--- src/rtl/alarm_pkg.sv ---
// Shared types and constants for the alarm melody sequencer.
//   state_t : sequencer FSM encoding
//   note_t  : one note-table entry {freq (Hz, 0 = rest), beats (1..4 encoded 0..3)}
//   NOTE_*  : equal-tempered note frequencies in Hz, C4 through C6
package alarm_pkg;

  localparam int unsigned FREQ_W  = 23;
  localparam int unsigned BEATS_W = 2;
  localparam int unsigned IDX_W   = 6;

  typedef enum logic [1:0] {
    ST_IDLE   = 2'd0,
    ST_NOTE   = 2'd1,
    ST_GAP    = 2'd2,
    ST_FINISH = 2'd3
  } state_t;

  typedef struct packed {
    logic [FREQ_W-1:0]  freq;
    logic [BEATS_W-1:0] beats;
  } note_t;

  localparam logic [FREQ_W-1:0] NOTE_REST = 23'd0;
  localparam logic [FREQ_W-1:0] NOTE_C4   = 23'd262;
  localparam logic [FREQ_W-1:0] NOTE_D4   = 23'd294;
  localparam logic [FREQ_W-1:0] NOTE_E4   = 23'd330;
  localparam logic [FREQ_W-1:0] NOTE_F4   = 23'd349;
  localparam logic [FREQ_W-1:0] NOTE_G4   = 23'd392;
  localparam logic [FREQ_W-1:0] NOTE_A4   = 23'd440;
  localparam logic [FREQ_W-1:0] NOTE_B4   = 23'd494;
  localparam logic [FREQ_W-1:0] NOTE_C5   = 23'd523;
  localparam logic [FREQ_W-1:0] NOTE_D5   = 23'd587;
  localparam logic [FREQ_W-1:0] NOTE_E5   = 23'd659;
  localparam logic [FREQ_W-1:0] NOTE_F5   = 23'd698;
  localparam logic [FREQ_W-1:0] NOTE_G5   = 23'd784;
  localparam logic [FREQ_W-1:0] NOTE_A5   = 23'd880;
  localparam logic [FREQ_W-1:0] NOTE_B5   = 23'd988;
  localparam logic [FREQ_W-1:0] NOTE_C6   = 23'd1047;

  // Builds a table entry from a frequency and a beat count of 1..4.
  function automatic note_t mk_note(input logic [FREQ_W-1:0] freq, input int unsigned beats);
    note_t n;
    n.freq  = freq;
    n.beats = BEATS_W'(beats - 1);
    return n;
  endfunction

endpackage

--- src/rtl/melody_rom.sv ---
// Combinational note table for the alarm melody.
//   idx   : note index (0..63)
//   entry : {freq, beats} for that index; unused indices read as a one-beat rest
// The first four entries double as the short test phrase {A4,1}{rest,1}{C5,2}{E5,4},
// so a SONG_LEN of 4 plays just that phrase.
module melody_rom
  import alarm_pkg::*;
(
  input  logic [IDX_W-1:0] idx,
  output note_t            entry
);

  always_comb begin
    entry = mk_note(NOTE_REST, 1);
    unique case (idx)
      6'd0:    entry = mk_note(NOTE_A4,   1);
      6'd1:    entry = mk_note(NOTE_REST, 1);
      6'd2:    entry = mk_note(NOTE_C5,   2);
      6'd3:    entry = mk_note(NOTE_E5,   4);
      6'd4:    entry = mk_note(NOTE_G5,   1);
      6'd5:    entry = mk_note(NOTE_E5,   1);
      6'd6:    entry = mk_note(NOTE_C5,   2);
      6'd7:    entry = mk_note(NOTE_REST, 2);
      6'd8:    entry = mk_note(NOTE_G4,   1);
      6'd9:    entry = mk_note(NOTE_C5,   1);
      6'd10:   entry = mk_note(NOTE_E5,   1);
      6'd11:   entry = mk_note(NOTE_G5,   1);
      6'd12:   entry = mk_note(NOTE_C6,   2);
      6'd13:   entry = mk_note(NOTE_G5,   1);
      6'd14:   entry = mk_note(NOTE_C6,   4);
      6'd15:   entry = mk_note(NOTE_REST, 2);
      default: entry = mk_note(NOTE_REST, 1);
    endcase
  end

endmodule

--- src/rtl/alarm_melody_seq.sv ---
// Alarm melody sequencer: walks the note table and drives the tone generator.
//   clk, reset_n : system clock, async active-low reset
//   start, stop  : one-cycle play / abort requests (stop wins)
//   rate         : tone frequency in Hz for the tone generator, never 0
//   toneEnable   : gates the tone generator
//   busy         : melody in progress
//   done         : one-cycle pulse when a non-looping melody completes
//   noteIdx      : current note index
// Every note occupies exactly beats*BEAT_CYCLES cycles: a sounding part followed by
// GAP_CYCLES of silence, so the gap never stretches the tempo.
module alarm_melody_seq
  import alarm_pkg::*;
#(
  parameter int unsigned BEAT_CYCLES = 1250000,
  parameter int unsigned GAP_CYCLES  = 250000,
  parameter int unsigned SONG_LEN    = 16,
  parameter int unsigned LOOP        = 1
) (
  input  logic              clk,
  input  logic              reset_n,
  input  logic              start,
  input  logic              stop,
  output logic [FREQ_W-1:0] rate,
  output logic              toneEnable,
  output logic              busy,
  output logic              done,
  output logic [IDX_W-1:0]  noteIdx
);

  localparam int unsigned CNT_W = $clog2(4 * BEAT_CYCLES);
  localparam logic [IDX_W-1:0] LAST_IDX = IDX_W'(SONG_LEN - 1);

  state_t             state_q, state_d;
  logic [CNT_W-1:0]   cnt_q, cnt_d;
  logic [IDX_W-1:0]   idx_q, idx_d;
  logic [FREQ_W-1:0]  rate_q, rate_d;
  logic               tone_q, tone_d;
  logic               busy_q, busy_d;
  logic               done_q, done_d;

  logic [IDX_W-1:0]   rom_idx;
  note_t              rom_entry;
  logic [CNT_W-1:0]   note_load;
  logic [CNT_W-1:0]   gap_load;
  logic               entry_rest;
  logic               load_note;

  // ROM is addressed with the index of the note about to start, so the new
  // frequency and duration are ready on the edge that enters NOTE.
  always_comb begin
    rom_idx = idx_q;
    unique case (state_q)
      ST_IDLE: rom_idx = '0;
      ST_GAP:  rom_idx = (idx_q < LAST_IDX) ? idx_q + IDX_W'(1) : '0;
      default: rom_idx = idx_q;
    endcase
  end

  melody_rom u_rom (
    .idx   (rom_idx),
    .entry (rom_entry)
  );

  // Segment lengths minus one, since the counter runs down to 0 inclusive.
  assign note_load  = CNT_W'((32'(rom_entry.beats) + 32'd1) * BEAT_CYCLES - GAP_CYCLES - 32'd1);
  assign gap_load   = CNT_W'(GAP_CYCLES - 32'd1);
  assign entry_rest = (rom_entry.freq == NOTE_REST);

  // Next-state and next-output logic.
  always_comb begin
    state_d   = state_q;
    cnt_d     = cnt_q;
    idx_d     = idx_q;
    rate_d    = rate_q;
    tone_d    = tone_q;
    busy_d    = busy_q;
    done_d    = 1'b0;
    load_note = 1'b0;

    unique case (state_q)
      ST_IDLE: begin
        if (start) begin
          idx_d     = '0;
          load_note = 1'b1;
        end
      end
      ST_NOTE: begin
        if (cnt_q == '0) begin
          state_d = ST_GAP;
          cnt_d   = gap_load;
          tone_d  = 1'b0;
        end else begin
          cnt_d = cnt_q - CNT_W'(1);
        end
      end
      ST_GAP: begin
        if (cnt_q != '0) begin
          cnt_d = cnt_q - CNT_W'(1);
        end else if (idx_q < LAST_IDX) begin
          idx_d     = idx_q + IDX_W'(1);
          load_note = 1'b1;
        end else if (LOOP != 0) begin
          idx_d     = '0;
          load_note = 1'b1;
        end else begin
          state_d = ST_FINISH;
          busy_d  = 1'b0;
          done_d  = 1'b1;
        end
      end
      ST_FINISH: begin
        state_d = ST_IDLE;
        cnt_d   = '0;
        idx_d   = '0;
        rate_d  = FREQ_W'(1);
        tone_d  = 1'b0;
        busy_d  = 1'b0;
      end
      default: state_d = ST_IDLE;
    endcase

    // Entering a note is the only place rate may change while playing.
    if (load_note) begin
      state_d = ST_NOTE;
      cnt_d   = note_load;
      rate_d  = entry_rest ? FREQ_W'(1) : rom_entry.freq;
      tone_d  = !entry_rest;
      busy_d  = 1'b1;
    end

    // Abort overrides everything, including a simultaneous start.
    if (stop) begin
      state_d = ST_IDLE;
      cnt_d   = '0;
      idx_d   = '0;
      rate_d  = FREQ_W'(1);
      tone_d  = 1'b0;
      busy_d  = 1'b0;
      done_d  = 1'b0;
    end
  end

  // State and output registers.
  always_ff @(posedge clk or negedge reset_n) begin
    if (!reset_n) begin
      state_q <= ST_IDLE;
      cnt_q   <= '0;
      idx_q   <= '0;
      rate_q  <= FREQ_W'(1);
      tone_q  <= 1'b0;
      busy_q  <= 1'b0;
      done_q  <= 1'b0;
    end else begin
      state_q <= state_d;
      cnt_q   <= cnt_d;
      idx_q   <= idx_d;
      rate_q  <= rate_d;
      tone_q  <= tone_d;
      busy_q  <= busy_d;
      done_q  <= done_d;
    end
  end

  assign rate       = rate_q;
  assign toneEnable = tone_q;
  assign busy       = busy_q;
  assign done       = done_q;
  assign noteIdx    = idx_q;

endmodule

--- config.mk ---
export PLATFORM = sky130hd
export DESIGN_NAME = alarm_melody_seq
export DESIGN_NICKNAME = d
export VERILOG_FILES = /design/src/rtl/alarm_pkg.sv /design/src/rtl/melody_rom.sv /design/src/rtl/alarm_melody_seq.sv
export SDC_FILE = /design/constraint.sdc
export NUM_CORES = 1
export LEC_CHECK = 0
export CORE_ASPECT_RATIO = 0.75
export CORE_UTILIZATION = 51
export CTS_CLUSTER_SIZE = 20
export DETAILED_ROUTE_END_ITERATION = 12
export GPL_TIMING_DRIVEN = 1
export PLACE_DENSITY = 0.85
export RECOVER_POWER = 100
export SETUP_SLACK_MARGIN = 0.4
export SLEW_MARGIN = 5
export SYNTH_ARGS = -nofsm -noshare
export SYNTH_HDL_FRONTEND = slang
export SYNTH_SLANG_ARGS = --single-unit
--- constraint.sdc ---
create_clock -name clk -period 3.21 [get_ports clk]
set_input_delay 0.4815 -clock clk [delete_from_list [all_inputs] [get_ports clk]]
set_output_delay 0.4815 -clock clk [all_outputs]
set_load 0.05 [all_outputs]
After elaboration in Yosys (flattened, before gate mapping)
Memory sizes are Yosys's and may differ from the RTL's.
Index checks and enable logic that the tools add are counted.
- output and inout port bits: 32
- logic and storage cells: 64
- bits in latches: 0
- bits in registers: 56
- memories kept: 1
- memory bits (writable): 0
- bits in read-only memories: 192
- input port bits: 4
- add/sub/neg operators: 5
- mux-type cells: 30
- bitwise operators: 0
- equality and inequality tests: 7
- multipliers: 1
- reduce and logical (&&, ||, !) cells: 13
- $lt $le $gt $ge: 1
- divide/modulo/power cells: 0
- shift-type cells: 0
- memory list (name ; depth ; width ; rd ports ; clocked after Yosys merged registers in ; wr ports ; line ; text):
    (no name shown) ; 16 ; 12 ; 1 ; 0 ; 0 ; melody_rom.sv:15 ; unique case (idx)
- operator list (cell ; number):
    $mux W23 ; 8
    $pmux W23 S3 ; 1
    $logic_not A23 Y1 ; 2
    $mux W25 ; 1
    $mux W6 ; 4
    $reduce_bool A23 Y1 ; 1
    $sub A23 B1 Y23 const B ; 1
    $sub A23 B18 Y23 const B ; 1
    $sub A23 B2 Y23 const B ; 1
    $mul A3 B17 Y19 const B ; 1
    $pmux W6 S3 ; 1
    $pmux W6 S2 ; 1
    $mux W1 ; 8
    $ne A4 B4 Y1 const B ; 2
    $reduce_bool A4 Y1 ; 2
    $add A6 B1 Y6 const B ; 1
    $lt A6 B4 Y1 const B ; 1
    $mux W2 ; 3
    $ne A3 B3 Y1 const B ; 2
    $reduce_bool A5 Y1 ; 1
    $eq A2 B2 Y1 const B ; 2
    $logic_not A2 Y1 ; 2
    $pmux W1 S2 ; 2
    $pmux W2 S2 ; 1
    6 further kinds ; 7

Logic depth before layout (Yosys ltp)
- word-level depth: 11
- depth in mapped cells: 16
- depth with buffers taken out: 14

By module
Synthesis repeated with hierarchy kept, for this count alone.
- cells, all modules: 481
- area, all modules: 4068.9 um^2
- modules (own cells, without submodules) (module ; seq. area each (um^2) ; times used ; cells an instance ; area an instance (um^2)):
    alarm_melody_seq ; 1402.6 ; 1 ; 417 ; 3609.7
    melody_rom ; 0.0 ; 1 ; 64 ; 459.2

Worst setup path after synthesis
OpenSTA, ideal clock, no wires.
- path kind: register to register
- start point: register idx_q[0] (netlist: noteIdx[0])
- end point: register cnt_q[12]
- period minus slack after synthesis: 3765 ps
- data arrival time: 3643 ps
- data required time: 3088 ps
- path buffers: 1
- stages on the path, launching flop included: 15
- library setup time: 122 ps
- slack: -555 ps
- cells stage by stage: dfrtp_1 > ha_1 > buf_2 > nand3_1 > a31oi_1 > inv_1 > ha_1 > a221oi_1 > o21ai_1 > ha_1 > nor2b_1 > nand2_1 > nor3_1 > a21oi_1 > a32o_1
- word-level cells in the longest chain between the ends: 11
- elaborated cells on any way between the ends: 13
- those cells by class: 4 x add/sub; 1 x mul; 1 x order compare; 5 x mux; 1 x reduce/logical; 1 x memory
- ends and longest elaborated chain (element ; line ; text):
    start, declared ; alarm_melody_seq.sv:35 ; logic [IDX_W-1:0] idx_q, idx_d;
    start signal, assigned ; alarm_melody_seq.sv:156 ; idx_q <= idx_d;
    $add A6 B1 Y6 or $lt A6 B4 Y1 (tied branches) ; alarm_melody_seq.sv:54, alarm_melody_seq.sv:99 ;
    $mux W6 ; - ;
    $pmux W6 S2 (*) ; alarm_melody_seq.sv:52 ; unique case (state_q)
    $mem_v2 Z16 W12 or $logic_not A2 Y1 (tied branches) ; - ;
    $mux W25 (*) ; melody_rom.sv:15 ;
    $add A2 B1 Y3 (*) ; alarm_melody_seq.sv:65 ; assign note_load = CNT_W'((32'(rom_entry.beats) + 32'd1) * BEAT_CYCLES - GAP_CYCLES - 32'd1);
    $mul A3 B17 Y19 (*) ; alarm_melody_seq.sv:65 ;
    $sub A23 B18 Y23 (*) ; alarm_melody_seq.sv:65 ;
    $sub A23 B2 Y23 (*) ; alarm_melody_seq.sv:65 ;
    $mux W23 (*) ; alarm_melody_seq.sv:123 ; if (load_note) begin
    $mux W23 (*) ; alarm_melody_seq.sv:132 ; if (stop) begin
    end signal, assigned ; alarm_melody_seq.sv:155 ; cnt_q <= cnt_d;
    end, declared ; alarm_melody_seq.sv:34 ; logic [CNT_W-1:0] cnt_q, cnt_d;
Mark *: on every way between the ends. The rest lies on a longest branch, timed or not.
A chain may end at the register's enable or synchronous reset.

Worst setup path after layout
- start point: register idx_q[4] (netlist: noteIdx[4])
- end point: register cnt_q[12]
- word-level cells in the longest chain between the ends: 11
- elaborated cells on any way between the ends: 13
- those cells by class: 4 x add/sub; 1 x mul; 1 x order compare; 5 x mux; 1 x reduce/logical; 1 x memory
- ends and longest elaborated chain (element ; line):
    $lt A6 B4 Y1 or $add A6 B1 Y6 (tied branches) ; alarm_melody_seq.sv:54, alarm_melody_seq.sv:99
    $mux W6 ; -
    $pmux W6 S2 (*) ; alarm_melody_seq.sv:52
    $mem_v2 Z16 W12 or $logic_not A2 Y1 (tied branches) ; -
    $mux W25 (*) ; melody_rom.sv:15
    $add A2 B1 Y3 (*) ; alarm_melody_seq.sv:65
    $mul A3 B17 Y19 (*) ; alarm_melody_seq.sv:65
    $sub A23 B18 Y23 (*) ; alarm_melody_seq.sv:65
    $sub A23 B2 Y23 (*) ; alarm_melody_seq.sv:65
    $mux W23 (*) ; alarm_melody_seq.sv:123
    $mux W23 (*) ; alarm_melody_seq.sv:132
Marks and branches as above.

==> metrics.txt <==
status=finished, violations left; failing checks=capacitance limit, slew limit; Yosys top cell area share=0.325; Register-to-Register Path Depth=11; die width=92.8 um; Finish-stage setup viols=0; hold path start=busy; Worst setup EP type=register; Mapped Area=approximately 3200 um^2; endpoints failing hold=0; DRC errors left=0; clock root buffer=clkbuf_8; RR Endpoint=cnt_q[12]; Post-Route WL=9950 um; Pwr Density=377 nW/um^2; dpl ws=80.4 ps; Post-synth top cells=dfrtp_1 (41), o21ai_0 (41), nand2_1 (30); DR iter-0 viols=roughly 540; crit-path max FO=6; static leakage=1.75 nW; Pre-antenna DRT Iters=5; Final Core Density=0.684; Internal Power=0.000945 W; Critical Path Sink=cnt_q[12]; DP HPWL=6090 um; Min Clock Period, post-route=3050 ps; I/O Buffers=21; WL/cell=19.5 um; FF+latch count, synth=42; area leader, netlist=dfrtp_1; RSZ-0062 raised after global routing=true; Die H=70.1 um; GPL Wtd Cong=just over 0.9; Clk pwr share=0.276; GRT met3 Usage=0.0599; Starting Density=0.536; Clock Skew=6.35 ps; Gate Count Post-Synth=between 300 and 400; pin count of the biggest net entering global routing=43; switching power=0.000572 W; final worst setup slack=160 ps; DR vias=3389; R2R Path Start=noteIdx[4]; post-route ant nets=0; CTS buffer count=5; placed cells=477; WP data required=3410 ps; sw frac=0.377; GR Layer Usage met1=0.412; clk slew on worst S/H paths=around 90 ps; vias per inst=6.63; Synth warnings=0; initial antenna violation count=0; clock sink count=42; first-pass GRT wire length=between 10000 and 15000 um; sequential area share after synthesis=0.334; Critical Path Start=noteIdx[4]; most used routing layer=met2; Slew Viols, Final=43; CTS tree=done; Syn Area/Cell=8.34 um^2; reg2reg setup slack=~160 ps; Worst-Margin Slew=roughly 2300 ps; num rows=24; Rel. slew slack=-0.562; asr flop ratio synth=1.00; grt met2 use=0.440; Non-Filler Instances=511; Peak VDD IR=0.000185 V; sequential share of power=0.422; Ant. Diodes=0; share of cells above drive strength 1=0.217; synth top area cells=dfrtp_1 (33%), o21ai_0 (6.5%), ha_1 (6.3%); max frequency=328 MHz; CTS Buffer Depth=2; Hold WC Path Type=register to register; nets=452; gr ovfl total=0; area grow syn2layout=27.7%; Filler Cells Inserted=441; max-cap violations=1; Clk Latency, worst-skew pair=310 ps; final period utilization=0.950; setup TNS=0 ps; Post-synth EDFFs=0; CP arrival=3250 ps; CTS H-tree lvls=2; WS Path Type=register to register; Logic pwr share=0.301; core footprint=5890 um^2; die area=6500 um^2; vias in the first global route=3019; Post-synth top flop=dfrtp_1; Distinct cells, synth=62; Setup crit start kind=register; Boundary Pins=36; GRT Util Overall=0.294
[power by group through the flow]
stage	Sequential [W]	Clock (W)	Combinational (W)
2_1_floorplan	0.000672	0	0.000298
3_5_place_dp	0.000646	0	0.000444
3_3_place_gp	0.000644	0	0.000431
5_1_grt	0.000648	0.000447	0.000486
4_1_cts	0.000638	0.000421	0.000450
6_report	0.000641	0.000419	0.000457
[cells in the final DEF, fill, tap and decap left out, types with 4 or more instances in the layout]
cell / instances
o41ai_1: 4
a21oi_1: 24
buf_4: 39
ha_1: 11
dfrtp_1: 36
nand2_1: 30
clkbuf_8: 8
ha_4: 5
a22o_1: 12
dfrtp_2: 5
clkbuf_1: 6
nor2b_1: 4
xor2_1: 5
inv_1: 7
nand2b_1: 5
conb_1: 14
and2_1: 5
nor3_1: 12
nor4_1: 5
xnor2_1: 6
o21ai_0: 40
nor2_1: 29
dlygate4sd3_1: 18
nand3_1: 15
[area by class of cell]
class	instances	area, um^2	share of cell area
Inverter	12	52.6	0.0130
Tap cell	78	97.6	0.0242
Timing Repair Buffer	67	538	0.134
Multi-Input combinational cell	304	2170	0.539
Clock buffer	8	110	0.0273
Sequential cell	42	1060	0.263
[stage by stage]
| step | cell area [um^2] | hold slack [ps] | power (W) |
|---|---|---|---|
| floorplan | 3360 | 186 | 0.000970 |
| global placement | 3620 | 475 | 0.00107 |
| detailed placement | 3620 | 466 | 0.00109 |
| CTS | 3930 | 351 | 0.00151 |
| global route | 4030 | 521 | 0.00158 |
| finish | 4030 | 493 | 0.00152 |
[worst min path at each step]
stage / slack (ps) / depth (start not counted) / end
3_3_place_gp: 480 / 2 / busy
6_report: 490 / 2 / busy
5_1_grt: 520 / 2 / busy
4_1_cts: 350 / 1 / cnt_q[10]
2_1_floorplan: 190 / 0 / busy
3_5_place_dp: 470 / 2 / busy
[state kept, by name, summed over array words and instances, names as in the netlist]
| signal | flops |
|---|---|
| rate | 9 |
| noteIdx | 6 |
| cnt_q | 23 |
| busy | 1 |
| toneEnable | 1 |
| state_q | 2 |
[repair_timing]
action / CTS / global route
resized for setup: 18 / 10
hold endpoints to repair: 0 / 0
hold buffers: 0 / 0
setup buffers: 14 / 12
pin swaps: 14 / 13
setup endpoints to repair: 4 / 9
[logic make-up after synthesis]
group	after synthesis	synth area share
buf+inv	45	0.0770
mux	1	0.00317
other cells	1	0.00119
flops	42	0.334
compound gates	127	0.263
xor+xnor	11	0.0306
fa+ha+maj	16	0.0635
simple gates	135	0.228
[layer usage]
metal	part of all wire	vias to the layer above
met3	0.11	43
met5	0	-
met1	0.41	1628
met2	0.45	243
li1	-	1475
met4	0.034	0
[worst max-delay path: stages (launching register included)]
cell and delay (ps):
dfrtp_1 480, or4b_1 650, o21a_4 290, a221oi_4 260, a31oi_4 70, nor2b_4 190, ha_1 200, nor2b_4 180
nand2_1 80, nor3_1 170, a21oi_1 90, a32o_1 280
No activity file was read; power rests on OpenSTA's default activity.
